[src/rtl/pipe_pkg.sv]
// Shared pipeline types and constants.
// Fetch FSM encoding and the IF/ID bundle used by decode.
package pipe_pkg;

    localparam int PC_BITS = 32;
    localparam int INSTR_W = 32;

    localparam logic [INSTR_W-1:0] NOP = 32'h0000_0000;

    typedef enum logic {
        HALT = 1'b0,
        RUN  = 1'b1
    } fetch_state_t;

    typedef struct packed {
        logic                valid;
        logic [INSTR_W-1:0]  instr;
        logic [PC_BITS-1:0]  pc4;
    } if_id_t;

endpackage

[src/rtl/if_id_reg.sv]
// IF/ID pipeline register.
// Bubble beats hold; otherwise load the fetched word.
module if_id_reg
    import pipe_pkg::*;
#(
    parameter int                 PC_W      = PC_BITS,
    parameter logic [INSTR_W-1:0] NOP_INSTR = NOP
) (
    input  logic               clk,
    input  logic               rst_n,
    input  logic               bubble,
    input  logic               hold,
    input  logic [INSTR_W-1:0] nxt_instr,
    input  logic [PC_W-1:0]    nxt_pc4,
    output logic               valid,
    output logic [INSTR_W-1:0] instr,
    output logic [PC_W-1:0]    pc4
);

    // Bubble keeps pc4 so decode still sees the last sequential PC.
    always_ff @(posedge clk or negedge rst_n) begin
        if (!rst_n) begin
            valid <= 1'b0;
            instr <= NOP_INSTR;
            pc4   <= '0;
        end else if (bubble) begin
            valid <= 1'b0;
            instr <= NOP_INSTR;
        end else if (!hold) begin
            valid <= 1'b1;
            instr <= nxt_instr;
            pc4   <= nxt_pc4;
        end
    end

endmodule

[src/rtl/fetch_stage.sv]
// Instruction fetch: PC, run/halt FSM, fetch counter.
// Memory is addressed with pc_next so rdata always matches pc.
module fetch_stage
    import pipe_pkg::*;
#(
    parameter int                 PC_W      = PC_BITS,
    parameter int                 IMEM_AW   = 8,
    parameter logic [PC_W-1:0]    RESET_PC  = '0,
    parameter logic [INSTR_W-1:0] NOP_INSTR = NOP,
    parameter int                 CNT_W     = 16
) (
    input  logic               clk,
    input  logic               rst_n,
    input  logic               inicio,
    input  logic               halt_req,
    input  logic               stall,
    input  logic               redirect,
    input  logic [PC_W-1:0]    redirect_pc,
    output logic               imem_en,
    output logic [IMEM_AW-1:0] imem_addr,
    input  logic [INSTR_W-1:0] imem_rdata,
    output logic               if_id_valid,
    output logic [INSTR_W-1:0] if_id_instr,
    output logic [PC_W-1:0]    if_id_pc4,
    output logic               running,
    output logic [CNT_W-1:0]   fetch_count
);

    fetch_state_t     state_q;
    logic [PC_W-1:0]  pc_q;
    logic [PC_W-1:0]  pc_next;
    logic [PC_W-1:0]  pc_inc;
    logic [PC_W-1:0]  target;
    logic [CNT_W-1:0] cnt_q;
    logic             run;
    logic             halt_take;
    logic             bubble;
    logic             load;

    assign run     = (state_q == RUN);
    assign pc_inc  = pc_q + PC_W'(4);
    assign target  = redirect_pc & ~PC_W'(3);

    // A halt on a redirected (wrong) path or under stall is ignored.
    assign halt_take = run & halt_req & ~stall
                     & ~redirect & ~inicio;

    assign bubble = inicio | redirect | ~run | halt_take;
    assign load   = ~bubble & ~stall;

    // Next PC, restart first, then redirect, then hold, else +4.
    always_comb begin
        pc_next = pc_inc;
        if (inicio)
            pc_next = RESET_PC;
        else if (!run)
            pc_next = pc_q;
        else if (redirect)
            pc_next = target;
        else if (stall | halt_req)
            pc_next = pc_q;
    end

    assign imem_addr = pc_next[IMEM_AW+1:2];
    assign imem_en   = inicio | run;

    // PC register.
    always_ff @(posedge clk or negedge rst_n) begin
        if (!rst_n)
            pc_q <= RESET_PC;
        else
            pc_q <= pc_next;
    end

    // Run/halt FSM; running is the state flop itself.
    always_ff @(posedge clk or negedge rst_n) begin
        if (!rst_n)
            state_q <= HALT;
        else if (inicio)
            state_q <= RUN;
        else if (halt_take)
            state_q <= HALT;
    end

    // Saturating count of valid IF/ID captures.
    always_ff @(posedge clk or negedge rst_n) begin
        if (!rst_n)
            cnt_q <= '0;
        else if (inicio)
            cnt_q <= '0;
        else if (load && (cnt_q != '1))
            cnt_q <= cnt_q + CNT_W'(1);
    end

    assign running     = run;
    assign fetch_count = cnt_q;

    if_id_reg #(
        .PC_W      (PC_W),
        .NOP_INSTR (NOP_INSTR)
    ) u_if_id (
        .clk       (clk),
        .rst_n     (rst_n),
        .bubble    (bubble),
        .hold      (stall),
        .nxt_instr (imem_rdata),
        .nxt_pc4   (pc_inc),
        .valid     (if_id_valid),
        .instr     (if_id_instr),
        .pc4       (if_id_pc4)
    );

endmodule

[config.mk]
export PLATFORM = sky130hd
export DESIGN_NAME = fetch_stage
export DESIGN_NICKNAME = d
export VERILOG_FILES = /design/src/rtl/pipe_pkg.sv /design/src/rtl/if_id_reg.sv /design/src/rtl/fetch_stage.sv
export SDC_FILE = /design/constraint.sdc
export NUM_CORES = 1
export LEC_CHECK = 0
export BUFFER_PORTS_ARGS = -buffer_cell sky130_fd_sc_hd__buf_2
export CELL_PAD_IN_SITES_DETAIL_PLACEMENT = 0
export CELL_PAD_IN_SITES_GLOBAL_PLACEMENT = 1
export CORE_ASPECT_RATIO = 0.8
export CORE_MARGIN = 3
export CORE_UTILIZATION = 39
export DETAILED_ROUTE_END_ITERATION = 16
export PLACE_DENSITY_LB_ADDON = 0.1
export SLEW_MARGIN = 0
export SYNTH_ARGS = -nofsm -noshare
export SYNTH_HDL_FRONTEND = slang
export SYNTH_SLANG_ARGS = --single-unit
[constraint.sdc]
create_clock -name clk -period 2.6 [get_ports clk]
set_input_delay 0.26 -clock clk [delete_from_list [all_inputs] [get_ports clk]]
set_output_delay 0.26 -clock clk [all_outputs]
set_load 0.02 [all_outputs]
# == Word-level counts from Yosys, hierarchy flattened ==
# Index checks and enable logic that the tools add are counted.
# W data, S select, Z words.
# word_totals
register_bits,114
wordCells,45
out_inout_bits,91
# classes
bitwise_logic,15
eq_ne,3
n_mux,12
addsub,2
reduce_logical,6
# ops
op,n
$mux W32,6
$add A32 B3 Y32 const B,1
$mux W16,2
$add A16 B1 Y16 const B,1
$ne A16 B16 Y1 const B,1
$reduce_bool A2 Y1,3
$and A1 B1 Y1,5
$not A1 Y1,5
$or A1 B1 Y1,5
$mux W1,4
$reduce_and A2 Y1,2
$ne A3 B3 Y1 const B,1
$ne A2 B1 Y1 const B,1
$logic_and A1 B1 Y1,1

# == Logic depth before layout (Yosys ltp) ==
# Gate-level depths: netlist (run 1).
# depth
depth_word,10
ltp_mapped,7
ltp_nobuf,6

# == Modules after synthesis ==
# Synthesis (run 1) repeated with hierarchy kept, for this count alone.
# unflattened
cells_unflattened,552
hier_area_um2,5845.6
# by_module_without_submodules
module,seq_area_each_um2,cells_each,area_each_um2,n_inst
fetch_stage,1176.1,377,3160.5,1
if_id_reg,1626.6,175,2685.1,1

# == Least setup slack after synthesis (run 1) ==
# OpenSTA, ideal clock, no wires.
# synth_timing
kind,reg2out
startpoint,register pc_q[2]
endpoint,output port imem_addr[6]
setup_slack_ns,0.553
path_buffers,1
stages_incl_launch_ff,8
arrival_time_ns,1.787
required_time_ns,2.340
path_cell_list,dfrtp_1 ha_1 nand4_2 or2_2 nand2_1 o21ai_0 a221oi_1 buf_4
# synth_via
elab_chain_cells,5
# synth_rtl
element,line,source
"start, declared",fetch_stage.sv:30,logic [PC_W-1:0] pc_q;
"start signal, assigned",fetch_stage.sv:72,pc_q <= pc_next;
$add A32 B3 Y32,fetch_stage.sv:41,assign pc_inc = pc_q + PC_W'(4);
$mux W32,fetch_stage.sv:60,else if (stall | halt_req)
$mux W32,fetch_stage.sv:58,else if (redirect)
$mux W32,fetch_stage.sv:56,else if (!run)
$mux W32,fetch_stage.sv:54,if (inicio)
"end, declared",fetch_stage.sv:20,"output logic [IMEM_AW-1:0] imem_addr,"
# Every way passes these cells. The select of a mux whose other input is x is not followed.

# == Final worst setup path (run 1) ==
# layout_timing
startpoint,register pc_q[3]
endpoint,output port imem_addr[6]
# The elaborated chain is that of the path after synthesis.

==> reports/results.md, run 1 <==
| Stage | Metric | Value |
|---|---|---|
| sta | Setup violators final | 0 |
| sta | Post-route clock period utilization | 93.9% |
| final layout | Final Instance Count excl. Fillers | 847 |
| final layout | Post-layout util | 50.2% |
| synthesis | Sequential fraction of the synthesis area | 52.0% |
| sta | Final-layout worst hold slack | 109 ps |
| grt | GRT Resource Usage Total | 18.6% |
| setup path | Required @ worst endpoint | 2340 ps |
| setup path | RR Endpoint | u_if_id.instr[1] |
| final layout | # nets final | 738 |
| synthesis | Number of unique standard cell types used by synthesis | 49 |
| floorplan | Core Rows | 37 |
| grt | Pin count of the biggest net entering global routing | 58 |
| sta | Final max-slew violation count | 0 |
| clock tree | Insertion delay of the later-clocked pin in the worst-skew pair | 360 ps |
| synthesis | Cell count after synthesis | 526 |
| sta | Number of hold violations in the final report | 0 |
| synthesis | Netlist Area Pre-Place | 5300 sq um |
| grt | Global-route wire length before repair | 22.0 mm |
| clock tree | Number of buffers inserted during clock tree synthesis | 9 |
| sta | Final Skew | 9.87 ps |
| setup path | Slack of the worst reg-to-reg path | 360 ps |
| final layout | Fraction of layout cells with a size suffix above 1 | 30.7% |
| placed design | Port-buffer cells | 156 |
| synthesis | Top cell type by total area after synthesis | sky130_fd_sc_hd__dfrtp_1 |
| final layout | Area taken by flip-flops and latches | 2750 sq um |
| sta | Sum of negative setup slack | 0 ps |
| synthesis | Total of flip-flops plus latches after synthesis | 110 |
| sta | Maximum operating frequency | 410 MHz |
| route | Count of unresolved DRC violations after routing | 0 |
| floorplan | Top-level I/O count | 161 |
| synthesis | Share of async-settable or async-resettable flops after synthesis | 100% |
| synthesis | Top cell type's share of synthesized area | 52.0% |
| placed design | Placed wire-length estimate | 9.99 mm |
| clock tree | Clock sinks | 110 |
| route | Vias per cell | 5.28 |
| power | Maximum ir drop on the vdd rail | 0.323 mV |
| setup path | Type of the worst setup path | flop to primary output |
| grt | Initial antenna violation count | 0 |
| synthesis | Number of synthesized flops with an enable pin | 0 |
| clock tree | CTS tree | done |
| synthesis | Average cell area after synthesis | 10.1 sq um |
| power | Final Total Pwr | 3.83 mW |
| floorplan | Total Die Area | 15000 sq um |
| route | Initial detailed-routing violation count | 316 |
| sta | Post-route minimum period | 2440 ps |
| sta | Fin worst setup slack | 160 ps |
| setup path | CP max FO | 4 |
| sta | Worst rel slew slack | 20.8% |
| floorplan | Effective utilization at floorplan | 40.6% |
| placed design | Post-Place Setup Slack | 344 ps |
| synthesis | Yosys warning count | 0 |
| route | DR WL/cell | 16.7 um |
| sta | Pin slew with the least headroom to its limit | 1190 ps |
| route | Detailed-route wire length | 14.1 mm |
| run status | Result of the run | complete, no violations |
| floorplan | Die height | 110 um |
| synthesis | Top cells by area in the synthesized netlist | sky130_fd_sc_hd__dfrtp_1 52%, sky130_fd_sc_hd__a22o_1 5.3%, sky130_fd_sc_hd__nand2_1 4.6% |
| synthesis | Top-count cell post-synth | sky130_fd_sc_hd__dfrtp_1 |
| final layout | Combined area of the multi-input logic cells | 2350 sq um |
| setup path | Endpoint arrival time on the critical path | 2180 ps |
| synthesis | Top_reg_cell synth | sky130_fd_sc_hd__dfrtp_1 |
| placed design | Post-DP Area | 6230 sq um |
| route | First-pass detailed-route iteration total | 4 |
| setup path | Startpoint type of the worst setup path | flop |
| final layout | Post-synthesis to final-layout area growth | 23.7% |
| synthesis | Top cells by instance count after synthesis | 110 x sky130_fd_sc_hd__dfrtp_1, 65 x sky130_fd_sc_hd__nand2_1, 33 x sky130_fd_sc_hd__nor2_1 |
| placed design | DP Cell Count | 829 |
| clock tree | Clock tree root driver cell | sky130_fd_sc_hd__clkbuf_16 |
| clock tree | CTS H-Tree Depth | 3 |
| power | Leak pwr | 3.18 nW |
| clock tree | Clock input transition at the sequential cells of the worst setup and hold paths | 80 ps |
| power | Power per standard cell area | 584 nW/um^2 |
| grt | Vias in the first global route | 4180 |
| route | Via count of the routed design | 4469 |
| setup path | Kind of capture point of the worst setup path | primary output |
| setup path | FF-to-FF path depth | 3 |
| worst hold path | Class of the tightest hold or removal check | primary input to flop |
| floorplan | Width of the die | 136 um |
| run | Number of violations of the max-capacitance limit | 0 |
| final layout | Count of fill cells added during filler insertion | 1331 |
| setup path | Setup crit start | pc_q[3] |
| setup path | Startpoint of the most critical register-to-register path | running |
| clock tree | Bufs on Longest Clock Path | 2 |
| final layout | Final instance area | 6550 sq um |
| sta | Setup repair after global routing missed its margin | no |
| grt | Total congestion overflow | 0 |
| floorplan | Core Box Area | 13100 sq um |
| setup path | CP Capture Point | imem_addr[6] |
| placed design | Routability-driven placement congestion ratio | 0.807 |
| route | Post-DRT Antenna Nets | 0 |
## per-layer routing
metal	wire length, um	vias up	track usage, %
li1	-	2162	-
met1	6800	2186	26.9
met2	6380	112	27.7
met3	831	9	5.94
met4	89	0	3.67
met5	0	-	0
## cell usage in the layout, fill, tap and decap left out, types with 3 or more instances in the layout
| master | count |
|---|---|
| sky130_fd_sc_hd__a21oi_1 | 4 |
| sky130_fd_sc_hd__a221oi_1 | 4 |
| sky130_fd_sc_hd__a22o_1 | 32 |
| sky130_fd_sc_hd__a22oi_1 | 16 |
| sky130_fd_sc_hd__and3_1 | 8 |
| sky130_fd_sc_hd__and4_1 | 3 |
| sky130_fd_sc_hd__buf_2 | 155 |
| sky130_fd_sc_hd__buf_4 | 11 |
| sky130_fd_sc_hd__clkbuf_16 | 9 |
| sky130_fd_sc_hd__clkinv_4 | 5 |
| sky130_fd_sc_hd__dfrtp_1 | 109 |
| sky130_fd_sc_hd__inv_1 | 9 |
| sky130_fd_sc_hd__nand2_1 | 65 |
| sky130_fd_sc_hd__nand3_1 | 24 |
| sky130_fd_sc_hd__nand4_1 | 18 |
| sky130_fd_sc_hd__nor2_1 | 32 |
| sky130_fd_sc_hd__nor3_1 | 9 |
| sky130_fd_sc_hd__nor3b_1 | 3 |
| sky130_fd_sc_hd__nor4_1 | 4 |
| sky130_fd_sc_hd__nor4_2 | 4 |
| sky130_fd_sc_hd__nor4_4 | 3 |
| sky130_fd_sc_hd__o211ai_1 | 4 |
| sky130_fd_sc_hd__o21ai_0 | 26 |
| sky130_fd_sc_hd__o21ai_1 | 23 |
| sky130_fd_sc_hd__o21bai_1 | 3 |
| sky130_fd_sc_hd__o22ai_1 | 4 |
| sky130_fd_sc_hd__or3_1 | 4 |
| sky130_fd_sc_hd__xnor2_1 | 19 |
| sky130_fd_sc_hd__xor2_1 | 24 |
## cell type report
type | instances | area share, %
diodes | 1 | 0.0382
clock buffers | 9 | 3.44
clock inverters | 7 | 0.917
inverters | 9 | 0.516
multi-input cells | 367 | 35.8
flip-flops and latches | 110 | 42.0
well taps | 175 | 3.34
repair buffers | 169 | 13.9
## registers in the layout, indices dropped and copies added, names as in the netlist
signal,flops
fetch_count,16
pc_q,30
running,1
u_if_id.instr,32
u_if_id.pc4,30
u_if_id.valid,1
## worst min-delay path by stage
stage               depth (start not counted)           endpoint  slack (ps)            from
floorplan                                   0     fetch_count[0]         -40           rst_n
global placement                            1    u_if_id.pc4[12]         270           rst_n
detailed placement                          1    u_if_id.pc4[12]         260           rst_n
CTS                                         2  u_if_id.instr[27]         100  imem_rdata[27]
global route                                2  u_if_id.instr[27]         100  imem_rdata[27]
finish                                      2  u_if_id.instr[23]         110  imem_rdata[23]
## critical path, cell delays in order (launching register included)
cell,delay (ps)
sky130_fd_sc_hd__dfrtp_1,420
sky130_fd_sc_hd__ha_2,240
sky130_fd_sc_hd__nand4_2,140
sky130_fd_sc_hd__or2_2,330
sky130_fd_sc_hd__nand2_1,70
sky130_fd_sc_hd__o21ai_0,90
sky130_fd_sc_hd__a221oi_2,300
sky130_fd_sc_hd__buf_2,220
## logic make-up (layout without fill, tap and decap cells)
logic type,Yosys count,in the layout,synth area share [%]
AND/OR/NAND/NOR,191,191,19.1
AO/OA/AOI/OAI,129,129,16.8
flip-flops,110,110,52.0
buffers and inverters,50,194,4.44
XOR/XNOR,43,43,7.11
adder cells (fa/ha/maj),2,2,0.473
other,1,3,0.0708
## power by group
group	internal, mW	switching (mW)
sequential	1.82	0.0962
clock	0.663	0.682
combinational	0.202	0.360
## repair_timing
action	CTS	global route
hold endpoints to repair	34	0
resized for setup	1	4
pin swaps	0	1
setup buffers	0	0
setup endpoints to repair	1	4
hold buffers	1	0
Power figures use the tool's default switching activity.
==> run 2, diff against run 1 <==
--- a/config.mk
+++ b/config.mk
@@ -6,13 +6,11 @@
 export NUM_CORES = 1
 export LEC_CHECK = 0
 export BUFFER_PORTS_ARGS = -buffer_cell sky130_fd_sc_hd__buf_2
-export CELL_PAD_IN_SITES_DETAIL_PLACEMENT = 0
-export CELL_PAD_IN_SITES_GLOBAL_PLACEMENT = 1
 export CORE_ASPECT_RATIO = 0.8
 export CORE_MARGIN = 3
-export CORE_UTILIZATION = 39
+export CORE_UTILIZATION = 52
 export DETAILED_ROUTE_END_ITERATION = 16
-export PLACE_DENSITY_LB_ADDON = 0.1
+export PLACE_DENSITY = 0.81
 export SLEW_MARGIN = 0
 export SYNTH_ARGS = -nofsm -noshare
 export SYNTH_HDL_FRONTEND = slang
==> reports/results.md, run 2 (synthesis results as in run 1) <==
| Stage | Metric | Value |
|---|---|---|
| clock tree | Postcts setup bufs | 0 |
| power | Final Total Pwr | 3.87 mW |
| worst hold path | Class of the tightest hold or removal check | primary input to flop |
| clock tree | Clock sinks | 110 |
| placed design | Routability-driven placement congestion ratio | 0.868 |
| grt | Vias in the first global route | 4383 |
| final layout | Count of fill cells added during filler insertion | 840 |
| setup path | Kind of cell with the highest combined delay on the critical path | simple AND/OR/NAND/NOR gates |
| sta | Fin worst setup slack | 107 ps |
| route | DR WL/cell | 17.1 um |
| setup path | Cell depth of the worst setup path | 7 |
| setup path | Required @ worst endpoint | 2340 ps |
| floorplan | Top-level I/O count | 161 |
| setup path | CP Capture Point | imem_addr[6] |
| grt | Global-route wire length before repair | 22.0 mm |
| setup path | Kind of capture point of the worst setup path | primary output |
| setup path | Endpoint arrival time on the critical path | 2230 ps |
| route | Post-DRT Antenna Nets | 0 |
| route | Detailed-route wire length | 13.8 mm |
| grt | Global routing usage on met1 | 32.6% |
| route | Vias per cell | 5.73 |
| clock tree | Number of buffers inserted during clock tree synthesis | 9 |
| sta | Final Skew | 9.40 ps |
| grt | Initial antenna violation count | 0 |
| placed design | Post-DP Area | 6170 sq um |
| setup path | RR Endpoint | pc_q[28] |
| sta | Maximum operating frequency | 401 MHz |
| clock tree | Clock input transition at the sequential cells of the worst setup and hold paths | 70 ps |
| sta | Final max-slew violation count | 0 |
| final layout | Fraction of layout cells with a size suffix above 1 | 30.0% |
| placed design | Post-Place Setup Slack | 418 ps |
| power | Leak pwr | 3.19 nW |
| grt | Total congestion overflow | 0 |
| final layout | Combined area of the multi-input logic cells | 2320 sq um |
| route | Count of unresolved DRC violations after routing | 0 |
| route | First-pass detailed-route iteration total | 5 |
| grt | Met3 track utilization from global routing | 6.17% |
| sta | Worst rel slew slack | 39.0% |
| floorplan | Width of the die | 119 um |
| route | Via count of the routed design | 4616 |
| final layout | Final instance area | 6490 sq um |
| setup path | Cell type of the slowest stage on the worst timing path | sky130_fd_sc_hd__dfrtp_2 |
| clock tree | CTS H-Tree Depth | 3 |
| run | Number of violations of the max-capacitance limit | 0 |
| sta | Setup repair after global routing missed its margin | no |
| final layout | Largest registers | u_if_id.instr: 32 flops, pc_q: 30 flops, u_if_id.pc4: 30 flops |
| floorplan | Die height | 96.3 um |
| sta | Post-route minimum period | 2490 ps |
| setup path | FF-to-FF path depth | 7 |
| final layout | Flip-flop count of the largest register, all copies and words added | 32 |
| worst hold path | Number of instances on the worst hold path | 2 |
| setup path | Worst-path cell chain | ha_1 -> nand4_2 -> or2_2 -> nand2_1 -> o21ai_0 -> a221oi_2 -> buf_4 |
| route | Initial detailed-routing violation count | 364 |
| power | Power per standard cell area | 596 nW/um^2 |
| final layout | Area taken by flip-flops and latches | 2750 sq um |
| clock tree | Insertion delay of the later-clocked pin in the worst-skew pair | 350 ps |
| final layout | Largest register by flop count | u_if_id.instr |
| final layout | Diodes inserted | 0 |
| floorplan | Core Rows | 32 |
| sta | Setup violators final | 0 |
| final layout | Highest-count cells in the layout ignoring fill and taps | 154 x sky130_fd_sc_hd__buf_2, 109 x sky130_fd_sc_hd__dfrtp_1, 65 x sky130_fd_sc_hd__nand2_1 |
| floorplan | Total Die Area | 11400 sq um |
| placed design | Port-buffer cells | 156 |
| setup path | Type of the worst setup path | flop to primary output |
| clock tree | Clock tree root driver cell | sky130_fd_sc_hd__clkbuf_16 |
| clock tree | CTS tree | done |
| setup path | Stage delay of the slowest cell on the critical path | 420 ps |
| sta | Number of hold violations in the final report | 0 |
| setup path | Setup crit start | pc_q[2] |
| setup path | Slack of the worst reg-to-reg path | 400 ps |
| setup path | Startpoint type of the worst setup path | flop |
| setup path | CP max FO | 6 |
| sta | Sum of negative setup slack | 0 ps |
| final layout | # nets final | 738 |
| sta | Pin slew with the least headroom to its limit | 905 ps |
| final layout | Post-synthesis to final-layout area growth | 22.6% |
| setup path | Startpoint of the most critical register-to-register path | pc_q[2] |
| floorplan | Effective utilization at floorplan | 54.2% |
| placed design | Placed wire-length estimate | 10.1 mm |
| sta | Post-route clock period utilization | 95.9% |
| grt | Most used routing layer in global routing | met2 |
| setup path | CP Buf/Inv Count | 1 |
| run status | Result of the run | complete, no violations |
| power | Maximum ir drop on the vdd rail | 0.373 mV |
| clock tree | Bufs on Longest Clock Path | 2 |
| grt | GRT Resource Usage Total | 24.1% |
| final layout | Leading cell type in the layout, fill and taps excluded | sky130_fd_sc_hd__buf_2 |
| floorplan | Core Box Area | 9770 sq um |
| grt | Pin count of the biggest net entering global routing | 81 |
| sta | Final-layout worst hold slack | 125 ps |
| grt | Fraction of met2 tracks used by global routing | 39.1% |
[run 2: what timing repair did]
| item | in CTS | in global routing |
|---|---|---|
| endpoints found under the setup margin | 1 | 1 |
| pin swaps | 0 | 1 |
| hold buffers | 1 | 0 |
| hold endpoints to repair | 35 | 0 |
| resized for setup | 1 | 2 |
[run 2: through the flow]
stage,utilization [%],instances
after detailed placement,63.2,790
final,66.5,806
after floorplan,-,527
after CTS,66.4,806
after global routing,66.5,806
after global placement,63.2,790
[run 2: layout make-up]
type                    instances  share of cell area, %
well taps                     136                   2.62
flip-flops and latches        110                   42.4
inverters                       9                  0.520
clock inverters                 3                  0.674
clock buffers                  12                   3.95
multi-input cells             367                   35.8
repair buffers                169                   14.0
[run 2: power by group]
| group | switching, mW | total (mW) | internal [mW] | leakage (nW) |
|---|---|---|---|---|
| Sequential | 0.0954 | 1.92 | 1.82 | 1.49 |
| Clock | 0.588 | 1.38 | 0.795 | 0.149 |
| Combinational | 0.367 | 0.569 | 0.202 | 1.55 |
| Total | 1.05 | 3.87 | 2.82 | 3.19 |
[run 2: worst min-delay path by stage]
stage                        from                to  slack, ps
floorplan                   rst_n    fetch_count[0]        -40
global placement            rst_n   u_if_id.pc4[12]        250
detailed placement          rst_n   u_if_id.pc4[15]        260
CTS                 imem_rdata[0]  u_if_id.instr[0]        120
global route        imem_rdata[0]  u_if_id.instr[0]        120
finish              imem_rdata[0]  u_if_id.instr[0]        130
[run 2: metal layers]
metal  wire length, um  up-vias  part of all wire, %
met4               111        0                 0.80
met5                 0        -                    0
met1              6020     2281                   44
li1                  -     2157                    -
met3               902       13                  6.5
met2              6770      165                   49
[run 2: worst reg2reg max path: stages (launching register included)]
cell	delay [ps]
sky130_fd_sc_hd__dfrtp_2	420
sky130_fd_sc_hd__ha_1	250
sky130_fd_sc_hd__nand4_2	150
sky130_fd_sc_hd__buf_4	190
sky130_fd_sc_hd__nor4_2	520
sky130_fd_sc_hd__nand4_1	190
sky130_fd_sc_hd__xor2_1	260
sky130_fd_sc_hd__o21ai_1	110
